**src/rtl/sound_trigger_bank_pkg.sv**
```systemverilog
// Shared definitions for the sound trigger bank: output mode codes and the
// per-channel trigger FSM state encoding.
package sound_pkg;

    localparam logic [1:0] MODE_PULSE  = 2'b00;
    localparam logic [1:0] MODE_TOGGLE = 2'b01;
    localparam logic [1:0] MODE_LEVEL  = 2'b10;

    typedef enum logic {
        ST_IDLE = 1'b0,
        ST_LOCK = 1'b1
    } chan_state_e;

endpackage

```
**src/rtl/sound_trigger_bank_channel.sv**
```systemverilog
// One sensor channel: input synchroniser, optional rising-edge qualifier,
// IDLE/LOCK acceptance FSM with lockout counter, toggle and saturating event count.
module trigger_channel
    import sound_pkg::*;
#(
    parameter int LOCKOUT_CYCLES = 50_000_000,
    parameter int LOCK_W         = 26,
    parameter int SYNC_STAGES    = 2,
    parameter int TRIG_EDGE      = 0,
    parameter int EVT_W          = 8
) (
    input  logic             clk,
    input  logic             rst_n,
    input  logic             data_in,
    input  logic             chan_en,
    input  logic             clear,
    output logic             trig_pulse,
    output logic             toggle,
    output logic             busy,
    output logic [EVT_W-1:0] evt_cnt
);

    localparam logic [LOCK_W-1:0] LOCK_LAST = LOCK_W'(LOCKOUT_CYCLES - 1);

    logic [SYNC_STAGES-1:0] sync_q;
    logic                   prev_q;
    chan_state_e            state_q, state_d;
    logic [LOCK_W-1:0]      cnt_q, cnt_d;
    logic                   trig_q, trig_d;
    logic                   tog_q, tog_d;
    logic [EVT_W-1:0]       evt_q, evt_d;
    logic                   synced, hit, expire;

    assign synced = sync_q[SYNC_STAGES-1];

    always_ff @(posedge clk or negedge rst_n) begin
        if (!rst_n) begin
            sync_q  <= '0;
            prev_q  <= 1'b0;
            state_q <= ST_IDLE;
            cnt_q   <= '0;
            trig_q  <= 1'b0;
            tog_q   <= 1'b0;
            evt_q   <= '0;
        end else begin
            sync_q  <= {sync_q[SYNC_STAGES-2:0], data_in};
            prev_q  <= synced;
            state_q <= state_d;
            cnt_q   <= cnt_d;
            trig_q  <= trig_d;
            tog_q   <= tog_d;
            evt_q   <= evt_d;
        end
    end

    // The last lockout cycle also acts as an IDLE decision, so a held input
    // re-accepts exactly LOCKOUT_CYCLES after the previous accept.
    always_comb begin
        state_d = state_q;
        cnt_d   = cnt_q;
        trig_d  = 1'b0;
        tog_d   = tog_q;
        evt_d   = evt_q;
        expire  = (state_q == ST_LOCK) && (cnt_q == LOCK_LAST);
        hit     = chan_en && synced && ((TRIG_EDGE == 0) || !prev_q);
        if (clear) begin
            state_d = ST_IDLE;
            cnt_d   = '0;
            tog_d   = 1'b0;
            evt_d   = '0;
        end else if (hit && ((state_q == ST_IDLE) || expire)) begin
            state_d = ST_LOCK;
            cnt_d   = '0;
            trig_d  = 1'b1;
            tog_d   = !tog_q;
            if (evt_q != '1) evt_d = evt_q + EVT_W'(1);
        end else if (state_q == ST_LOCK) begin
            if (expire) begin
                state_d = ST_IDLE;
                cnt_d   = '0;
            end else begin
                cnt_d = cnt_q + LOCK_W'(1);
            end
        end
    end

    assign trig_pulse = trig_q;
    assign toggle     = tog_q;
    assign busy       = (state_q == ST_LOCK);
    assign evt_cnt    = evt_q;

endmodule

```
**src/rtl/sound_trigger_bank.sv**
```systemverilog
// Multi-channel sound trigger: independent trigger_channel instances, a shared
// output-mode mux over registered sources, and flattened event counts.
module sound_trigger_bank
    import sound_pkg::*;
#(
    parameter int CHANNELS       = 4,
    parameter int LOCKOUT_CYCLES = 50_000_000,
    parameter int LOCK_W         = 26,
    parameter int SYNC_STAGES    = 2,
    parameter int TRIG_EDGE      = 0,
    parameter int EVT_W          = 8
) (
    input  logic                      clk,
    input  logic                      rst_n,
    input  logic [CHANNELS-1:0]       data_in,
    input  logic [CHANNELS-1:0]       chan_en,
    input  logic [1:0]                mode,
    input  logic                      clear,
    output logic [CHANNELS-1:0]       out,
    output logic [CHANNELS-1:0]       trig_pulse,
    output logic [CHANNELS-1:0]       busy,
    output logic [CHANNELS*EVT_W-1:0] evt_cnt
);

    logic [CHANNELS-1:0] toggle;

    for (genvar g = 0; g < CHANNELS; g++) begin : g_chan
        trigger_channel #(
            .LOCKOUT_CYCLES(LOCKOUT_CYCLES),
            .LOCK_W        (LOCK_W),
            .SYNC_STAGES   (SYNC_STAGES),
            .TRIG_EDGE     (TRIG_EDGE),
            .EVT_W         (EVT_W)
        ) u_chan (
            .clk       (clk),
            .rst_n     (rst_n),
            .data_in   (data_in[g]),
            .chan_en   (chan_en[g]),
            .clear     (clear),
            .trig_pulse(trig_pulse[g]),
            .toggle    (toggle[g]),
            .busy      (busy[g]),
            .evt_cnt   (evt_cnt[g*EVT_W +: EVT_W])
        );
    end

    always_comb begin
        out = '0;
        for (int unsigned i = 0; i < CHANNELS; i++) begin
            case (mode)
                MODE_PULSE:        out[i] = trig_pulse[i];
                MODE_LEVEL:        out[i] = busy[i];
                MODE_TOGGLE, 2'b11: out[i] = toggle[i];
            endcase
        end
    end

endmodule

```
**config.mk**
```make
export PLATFORM = sky130hd
export DESIGN_NAME = sound_trigger_bank
export DESIGN_NICKNAME = d
export VERILOG_FILES = /design/src/rtl/sound_trigger_bank_pkg.sv /design/src/rtl/sound_trigger_bank_channel.sv /design/src/rtl/sound_trigger_bank.sv
export SDC_FILE = /design/constraint.sdc
export NUM_CORES = 1
export LEC_CHECK = 0
export BUFFER_PORTS_ARGS = -buffer_cell sky130_fd_sc_hd__buf_2
export CAP_MARGIN = 40
export CORE_ASPECT_RATIO = 0.9
export CORE_MARGIN = 2
export CORE_UTILIZATION = 30
export CTS_CLUSTER_SIZE = 12
export DETAILED_ROUTE_END_ITERATION = 12
export PLACE_DENSITY = 0.56
export SLEW_MARGIN = 20
export SYNTH_ARGS = -nofsm -noshare
export SYNTH_HDL_FRONTEND = slang
export SYNTH_SLANG_ARGS = --single-unit
```
**constraint.sdc**
```tcl
create_clock -name clk -period 3.08 [get_ports clk]
set_input_delay 0.924 -clock clk [delete_from_list [all_inputs] [get_ports clk]]
set_output_delay 0.924 -clock clk [all_outputs]
set_load 0.02 [all_outputs]
```
== Word level (Yosys, flattened, before mapping) ==
Index checks and enable logic that the tools add are counted.
Storage, ports and cells
  logic and storage cells: 149
  output and inout port bits: 44
  input bits: 13
  bits in registers: 156
Cells by class
  reductions and logical operators: 38
  multiplexer cells: 64
  equal/unequal tests: 11
  add/sub/neg operators: 8
  bitwise gates (word level): 4
Operator list (count)
  two-way mux 26 bit: 16
  adder 26 x 1 -> 26 bit, second input constant: 4
  == test 26 bit, second input constant: 4
  two-way mux 8 bit: 12
  adder 8 x 1 -> 8 bit, second input constant: 4
  two-way mux 1 bit: 32
  != test 8 bit, second input constant: 4
  nonzero test 2 bit: 8
  logical AND 1 bit: 12
  case mux 1 bit (3 select lines): 4
  nonzero test 3 bit: 4
  AND reduction 2 bit: 4
  == test 2 bit, second input constant: 2
  logical NOT 1 bit: 4
  logical OR 1 bit: 4
  NOT 1 bit: 4
  == test 2 x 1 -> 1 bit, second input constant: 1
  logical NOT 2 bit: 1
  OR reduction 2 bit: 1

== Depth between registers and ports, before layout ==
Gate-level depths: netlist of the first run.
  depth in word-level cells: 6
  mapped depth: 8

== Cells and area by module ==
Synthesis of the first run repeated with hierarchy kept, for this count alone.
Second synthesis, totals
  cells, all modules: 777
  area, all modules: 7923.8 µm²
By module, submodules not included
  trigger_channel: cells each 191, times used 4, area an instance 1959.4 µm²
  sound_trigger_bank: cells each 13, times used 1, area an instance 86.3 µm²

== Least setup slack after synthesis of the first run ==
Ideal clock, no wire load.
  path type: input-to-output
  from: in mode[1]
  to: out out[3]
  data required time: 2.156 ns
  stages on the path: 3
  slack: 0.435 ns
  path buffers: 1
  arrival time: 1.721 ns
  cell sequence: clkbuf_1 > mux2i_1 > o21ai_0
Between the ends
  cells in the longest elaborated chain, start to end: 3
Ends and longest elaborated chain
  from (decl): RTL line sound_trigger_bank.sv:17  | input logic [1:0] mode,
  == test 2 x 1 -> 1 bit or == test 2 bit (tied branches): RTL line sound_trigger_bank.sv:50  | case (mode)
  OR reduction 2 bit: RTL line sound_trigger_bank.sv:50
  case mux 1 bit (3 select lines) (*): RTL line sound_trigger_bank.sv:50
  to (decl): RTL line sound_trigger_bank.sv:19  | output logic [CHANNELS-1:0] out,
Mark *: on every way between the ends. The rest lies on a longest branch, timed or not.

== Final worst setup path of the first run ==
  from: in mode[1]
  to: out out[0]
The elaborated chain is that of the path after synthesis.

==> results.cfg, run 1 <==
[setup_path]
r2r-start = g_chan[3].u_chan.cnt_q[0]
end_kind = output port
start_kind = primary input
r2r_end = g_chan[3].u_chan.evt_cnt[7]
required_ns = 2.16
startpoint = mode[1]
arrival_ns = 1.76
crit_type = primary input to output port
crit_fanout = 4
endpoint = out[0]
r2r_slack_ns = 0.53
worstRegToRegCells = 6

[synth]
synth_area_leaders = dfrtp_1, nor2_1, xor2_1, xnor2_1, nand4_1
seq_area_frac_synth = 0.492
yosys.area.top_type = dfrtp_1
yosysTopAreaCellShare = 0.492
ys_warn_count = 0
synth_edf_count = 0
yosys.cell_types.count = 52
ys_async_sr_fraction = 1.00
synth_flop_cell = dfrtp_1
synth_fp_nets = 853
syn-cell-area_sq_um = 7940
ys_ff_latch = 156
synthCells = 832
synth_area_per_cell_sq_um = 9.54

[detailed_routing]
dr.pass1.iters = 4
ant_nets = 0
dr.first_iter.drc_count = 499
avgViaCountPerCell = 4.88
vias = 6092
avgRoutedWirePerCell_microns = 14.1
drt_wl_total_microns = 17600
drc_errors = 0

[die]
die_area_sq_um = 27800
initial_core_util = 0.304
num_rows = 56
die_h_microns = 158
die_w_microns = 175
core-area_sq_um = 26100
ioPinCount = 57

[cts]
cts_hold_buf = 0
cts_root_buf = clkbuf_16
cts_resized = 0
cts_tree = yes
cts_buffer_depth = 2
clk-insertion-delay-late_ns = 0.43
postCtsSetupBuffers = 0
htree_levels = 4
clk_pin_slew_ns = 0.06
clock-sinks = 156
cts-buffers-inserted = 17

[sta]
finalCritPeriodShare = 0.872
fin_tns_setup_ns = 0
setup_viol = 0
slew_headroom = 0.462
worst_pin_slew_ns = 0.807
skew_ns = 0.00817
hold_viol = 0
drv_slew = 0
fmax_mhz = 372
rsz0062_at_grt = false
min_period_ns = 2.68

[grt]
grt_antenna_before_repair = 0
grt.total_usage = 0.133
grt.overflow.total = 0
grt_start_max_net_pins = 52
grt_pass1_wl_microns = 30000
grt_pass1_vias = 5854

[placement]
place_inst = 1217
numPortBuffers = 56
gp_congestion = 0.773
dp_hpwl_microns = 12300

[power_and_ir_drop]
ir_drop_mv = 0.293
p_leak_nw = 3.83
powerDensity_nw_per_um2 = 474

[layout]
drive_above_1_share = 0.139
n_antenna_cell = 0
areaGrowthSynthToFinish_pct = 15.7
layout.nets = 909
fin_cells = 1249

[min_path]
hp-class = flop to flop

[job]
max_cap_violations = 0

[outcome]
outcome = complete, no violations
## worst max-delay path: stages
cell and delay (ns):
buf_2 0.16, mux2i_1 0.13, o21ai_0 0.22, buf_4 0.17
buf_2 0.16
## per-layer routing
metal	track usage	routed length, microns	up-vias
met5	0	0	-
met4	0.0335	122	0
met3	0.0332	714	13
met2	0.202	7900	82
met1	0.191	8840	2971
li1	-	-	3026
## cells by family (layout without fill, tap and decap cells)
kind of cell	count (synthesis)	after routing	synth area share
AOI/OAI and AO/OA	67	67	0.0511
xor gates and xnor gates	99	99	0.109
adders and majority gates	8	8	0.0126
buffers and inverters	53	122	0.0307
DFF	156	156	0.492
muxes	19	19	0.0252
and+or+nand+nor	430	430	0.279
## where the power goes
part | internal [W] | switching (W)
clock | 0.00115 | 0.000852
combinational | 0.0000703 | 0.000169
sequential | 0.00207 | 0.0000326
total | 0.00330 | 0.00105
## sequential cells by signal, summed over array words and instances (netlist names)
name	count
g_chan.u_chan.sync_q	8
g_chan.u_chan.cnt_q	104
g_chan.u_chan.busy	4
g_chan.u_chan.toggle	4
g_chan.u_chan.trig_pulse	4
g_chan.u_chan.evt_cnt	32
## area by class of cell
cell class | count | area, sq um
Clock buffer | 22 | 464
Clock inverter | 10 | 91.3
Fill cell | 2704 | 16900
Inverter | 14 | 52.6
Multi-Input combinational cell | 623 | 3790
Sequential cell | 156 | 3900
Tap cell | 348 | 435
Timing Repair Buffer | 76 | 449
## worst min-delay path by stage
stage	slack [ns]	from	depth (start not counted)	endpoint
after floorplan	0.33	g_chan[0].u_chan.sync_q[0]	0	g_chan[0].u_chan.sync_q[1]
after global placement	0.33	g_chan[2].u_chan.sync_q[0]	0	g_chan[2].u_chan.sync_q[1]
after CTS	0.35	g_chan[0].u_chan.sync_q[0]	0	g_chan[0].u_chan.sync_q[1]
after detailed placement	0.33	g_chan[0].u_chan.sync_q[0]	0	g_chan[0].u_chan.sync_q[1]
final	0.35	g_chan[0].u_chan.sync_q[0]	0	g_chan[0].u_chan.sync_q[1]
after global routing	0.36	g_chan[1].u_chan.sync_q[0]	0	g_chan[1].u_chan.sync_q[1]
## stage by stage
step	total power, W	util	hold WS, ns	setup slack, ns	instance area [sq um]
2_1_floorplan	0.00227	-	0.331	0.435	7940
3_3_place_gp	0.00239	0.331	0.332	0.445	8620
3_5_place_dp	0.00239	0.331	0.335	0.412	8630
4_1_cts	0.00442	0.352	0.349	0.398	9190
5_1_grt	0.00454	0.352	0.363	0.351	9190
6_report	0.00435	0.352	0.347	0.395	9190
## synth_stat cells, types with 2 or more instances
library cell / number
mux2_2: 8
a31o_2: 2
xnor2_1: 48
nor4bb_1: 3
clkbuf_1: 24
nor2_1: 142
o31ai_1: 11
nor4b_1: 4
nor3_1: 31
nand3_1: 47
nand2_1: 62
nor2b_1: 10
and4b_1: 2
or3b_2: 2
mux2i_1: 11
dfrtp_1: 156
inv_1: 14
nor3b_1: 2
nor4_4: 2
buf_2: 6
o211ai_1: 2
o21ai_0: 13
nand4_1: 40
or4_1: 11
or3_1: 5
and2_1: 7
ha_1: 8
nor4_1: 18
a21o_1: 2
xor2_1: 51
and4_1: 12
nand3b_1: 2
or2_2: 3
a21oi_1: 28
and3_1: 17
a31oi_1: 3
buf_4: 8
## placed cells by master (no fill, tap or decap), types with 12 or more instances in the layout
master / synthesis / routed
nand4_1: 40 / 40
nand3_1: 47 / 47
inv_1: 14 / 14
and3_1: 17 / 17
clkbuf_16: 0 / 17
and4_1: 12 / 12
buf_4: 8 / 19
nor2_1: 142 / 142
dfrtp_1: 156 / 156
nor3_1: 31 / 31
nor4_1: 18 / 18
buf_2: 6 / 55
xor2_1: 51 / 51
nand2_1: 62 / 62
a21oi_1: 28 / 28
xnor2_1: 48 / 48
Power figures use the tool's default switching activity.
==> run 2: changes to the inputs <==
Settings changed: CORE_UTILIZATION 30 to 50, PLACE_DENSITY 0.56 to 0.79.
==> results.cfg, run 2 (synthesis gave the netlist of run 1 again) <==
[grt]
grt_antenna_before_repair = 0
grt.overflow.total = 0
grt_pass1_wl_microns = 28900
grt.total_usage = 0.216
grt_pass1_vias = 5891
grt_start_max_net_pins = 64

[cts]
cts_tree = yes
htree_levels = 4
cts_buffer_depth = 2
cts-buffers-inserted = 17
cts_hold_buf = 0
clk_pin_slew_ns = 0.06
cts_resized = 0
clock-sinks = 156
clk-insertion-delay-late_ns = 0.42
cts_root_buf = clkbuf_16
postCtsSetupBuffers = 0

[die]
die_h_microns = 124
core-area_sq_um = 15500
ioPinCount = 57
die_w_microns = 137
num_rows = 43
initial_core_util = 0.512
die_area_sq_um = 16900

[layout]
n_antenna_cell = 0
final_cell_mix = dfrtp_1, nor2_1, nand2_1, buf_2, xor2_1
fill_cells = 1318
areaGrowthSynthToFinish_pct = 13.7
drive_above_1_share = 0.138
final_common_cell = dfrtp_1
largest_register_ffs = 104
top_register = g_chan.u_chan.cnt_q
layout.nets = 905

[setup_path]
worstRegToRegCells = 6
end_kind = flop
crit_type = flop to flop
crit_fanout = 16
start_kind = flop
arrival_ns = 2.93
required_ns = 3.39

[outcome]
outcome = complete, no violations

[sta]
fin_tns_setup_ns = 0
rsz0062_at_grt = false
setup_viol = 0
hold_viol = 0
fin_ws_ns = 0.459
worst_pin_slew_ns = 0.762
holdWs_ns = 0.347
fmax_mhz = 381
slew_headroom = 0.489
skew_ns = 0.00729
drv_slew = 0
finalCritPeriodShare = 0.851
min_period_ns = 2.62

[placement]
dpl_worst_slack_ns = 0.506
dp_hpwl_microns = 11700
gp_congestion = 0.823
numPortBuffers = 56

[power_and_ir_drop]
p_leak_nw = 3.83
ir_drop_mv = 0.392
powerDensity_nw_per_um2 = 491
power_w = 0.00443

[job]
max_cap_violations = 0

[detailed_routing]
ant_nets = 0
drc_errors = 0
dr.first_iter.drc_count = 459
vias = 6188
dr.pass1.iters = 4
drt_wl_total_microns = 17100
avgRoutedWirePerCell_microns = 15.5
avgViaCountPerCell = 5.63

[min_path]
hp-class = flop to flop
hold_depth = 0
run 2: changes by cell type in the layout (fill, tap and decap cells not counted):
cell and delta:
clkinv_4 +1, clkinv_2 -1, inv_6 +1, buf_12 +1, buf_4 -5, bufinv_16 +1
clkbuf_1 -3, clkinvlp_4 +1
run 2: worst max-delay path, stage by stage (launching register included):
cell,delay (ns)
dfrtp_1,0.41
ha_1,0.25
nor4b_1,0.28
nand4_1,0.19
o32a_1,0.59
nor4_1,0.41
mux2_2,0.37
run 2: final cells by class:
class | instances | area, sq um | area share
Clock buffer | 19 | 453 | 0.0502
Clock inverter | 13 | 141 | 0.0157
Inverter | 14 | 52.6 | 0.00582
Multi-Input combinational cell | 623 | 3790 | 0.420
Sequential cell | 156 | 3900 | 0.433
Tap cell | 202 | 253 | 0.0280
Timing Repair Buffer | 72 | 432 | 0.0478
run 2: power breakdown:
group          switching, W  internal, W  leakage [nW]  total, W
clock network      0.000860      0.00124         0.274   0.00210
logic              0.000162    0.0000682          1.41  0.000231
registers         0.0000306      0.00207          2.15   0.00210
total               0.00105      0.00338          3.83   0.00443
run 2: per-stage QoR:
step	util	cells	cell area [sq um]
6_report	0.582	1099	9020
5_1_grt	0.582	1099	9020
4_1_cts	0.582	1099	9020
3_5_place_dp	0.544	1067	8430
3_3_place_gp	0.544	1066	8420
2_1_floorplan	-	832	7940
run 2: path summary, 6_finish.rpt:
kind                                                  from                          end  slack (ns)
max in group asynchronous                            rst_n  g_chan[0].u_chan.evt_cnt[0]        1.87
min in group asynchronous                            rst_n   g_chan[2].u_chan.cnt_q[21]        0.49
worst min register to register  g_chan[0].u_chan.sync_q[0]   g_chan[0].u_chan.sync_q[1]        0.35
worst min-delay path            g_chan[0].u_chan.sync_q[0]   g_chan[0].u_chan.sync_q[1]        0.35
worst max register to register   g_chan[3].u_chan.cnt_q[0]  g_chan[3].u_chan.evt_cnt[7]        0.46
worst max-delay path             g_chan[3].u_chan.cnt_q[0]  g_chan[3].u_chan.evt_cnt[7]        0.46
run 2: per-layer routing:
layer  share of wire  vias to the layer above  GRT usage
met5               0                        -          0
met4           0.012                        0     0.0567
met3           0.031                       20     0.0484
met2            0.49                       84      0.350
met1            0.46                     3060      0.296
li1                -                     3024          -
==> run 3: changes to the inputs <==
Settings changed: BUFFER_PORTS_ARGS -buffer_cell sky130_fd_sc_hd__buf_2 to -buffer_cell sky130_fd_sc_hd__buf_4.
==> results.cfg, run 3 (synthesis gave the netlist of run 1 again) <==
[sta]
fin_tns_setup_ns = 0
setup_viol = 0
min_period_ns = 2.60
skew_ns = 0.00459
slew_headroom = 0.443
rsz0062_at_grt = false
finalCritPeriodShare = 0.844
hold_viol = 0
drv_slew = 0
fin_ws_ns = 0.480
holdWs_ns = 0.344
fmax_mhz = 385
worst_pin_slew_ns = 0.832

[grt]
grt.total_usage = 0.210
grt_start_max_net_pins = 48
grt_pass1_vias = 5794
grt_pass1_wl_microns = 28100
grt_antenna_before_repair = 0
grt.overflow.total = 0

[cts]
clk_pin_slew_ns = 0.06
cts_root_buf = clkbuf_16
cts_buffer_depth = 2
htree_levels = 4
cts_resized = 0
cts_tree = yes
postCtsSetupBuffers = 0
clk-insertion-delay-late_ns = 0.42
cts-buffers-inserted = 17
cts_hold_buf = 0
clock-sinks = 156

[layout]
layout.nets = 905
final_common_cell = dfrtp_1
top_register = g_chan.u_chan.cnt_q
final_cell_mix = dfrtp_1, nor2_1, buf_4, nand2_1, xor2_1
drive_above_1_share = 0.136
n_antenna_cell = 0
fin_cells = 1099
fill_cells = 1293
largest_register_ffs = 104
areaGrowthSynthToFinish_pct = 15.1

[die]
core-area_sq_um = 15500
die_area_sq_um = 16900
ioPinCount = 57
initial_core_util = 0.512
die_h_microns = 124
num_rows = 43
die_w_microns = 137

[setup_path]
worstPathCellList = or4b_1 -> nor4_4 -> a31oi_1 -> buf_4 -> or4_1 -> a21oi_1
crit_type = flop to flop
end_kind = flop
critical_path_buf_inv_count = 1
required_ns = 3.42
max_stage_delay_ns = 0.58
start_kind = flop
startpoint = g_chan[1].u_chan.cnt_q[10]
r2r-start = g_chan[1].u_chan.cnt_q[10]
crit_fanout = 8
crit_slowest_cell = or4b_1
arrival_ns = 2.94
crit_family = simple AND/OR/NAND/NOR gates

[detailed_routing]
wl_met2_microns = 7820
met3_length_microns = 817
vias = 6178
drc_errors = 0
dr.pass1.iters = 6
wl_met1_microns = 7770
drt_wl_total_microns = 16700
dr.first_iter.drc_count = 514
top_layer_used = met4
avgViaCountPerCell = 5.62
avgRoutedWirePerCell_microns = 15.2
ant_nets = 0

[placement]
numPortBuffers = 56
gp_congestion = 0.803
dpl_worst_slack_ns = 0.508
place_inst = 1067
dp_hpwl_microns = 11500

[outcome]
outcome = complete, no violations

[power_and_ir_drop]
powerDensity_nw_per_um2 = 485
p_leak_nw = 3.85
ir_drop_mv = 0.435

[job]
max_cap_violations = 0

[min_path]
worstHoldStart = g_chan[1].u_chan.sync_q[0]
hp-class = flop to flop
[run 3: changes by cell type in the layout (fill, tap and decap cells not counted)]
cell	before	now
inv_6	2	0
buf_4	14	70
clkbuf_1	0	2
clkinv_4	1	2
buf_2	55	0
clkinv_2	2	7
clkinvlp_4	6	1
buf_12	2	1
bufinv_16	2	3
clkbuf_8	2	0
[run 3: where the power goes]
group	total, W	internal (W)	switching (W)
registers	0.00211	0.00207	0.0000309
clock network	0.00208	0.00126	0.000818
logic	0.000241	0.0000781	0.000163
[run 3: final cells by class]
cell class / instances / area, sq um / share of cell area
multi-input combinational: 623 / 3790 / 0.415
sequential: 156 / 3900 / 0.427
clock buffer: 19 / 433 / 0.0474
tap: 202 / 253 / 0.0277
clock inverter: 13 / 150 / 0.0164
inverter: 14 / 52.6 / 0.00575
timing repair buffer: 72 / 557 / 0.0609
[run 3: final timing paths]
kind                                               end  slack [ns]  cells past startpoint
setup reg to reg           g_chan[1].u_chan.evt_cnt[5]        0.48                      6
hold reg to reg             g_chan[1].u_chan.sync_q[1]        0.34                      0
max in group asynchronous   g_chan[1].u_chan.cnt_q[22]        1.93                      2
setup / recovery           g_chan[1].u_chan.evt_cnt[5]        0.48                      6
hold / removal              g_chan[1].u_chan.sync_q[1]        0.34                      0
min in group asynchronous   g_chan[2].u_chan.cnt_q[25]        0.41                      1
[run 3: layer usage]
layer,up-vias,global-route usage
li1,3021,-
met2,143,0.331
met4,0,0.0767
met5,-,0
met1,2990,0.286
met3,24,0.0504
[run 3: per-stage QoR]
stage          utilization  instance area (sq um)  power [W]
6_report             0.590                   9140    0.00443
5_1_grt              0.590                   9140    0.00459
4_1_cts              0.590                   9140    0.00447
2_1_floorplan            -                   7940    0.00227
3_5_place_dp         0.552                   8550    0.00239
3_3_place_gp         0.552                   8550    0.00238
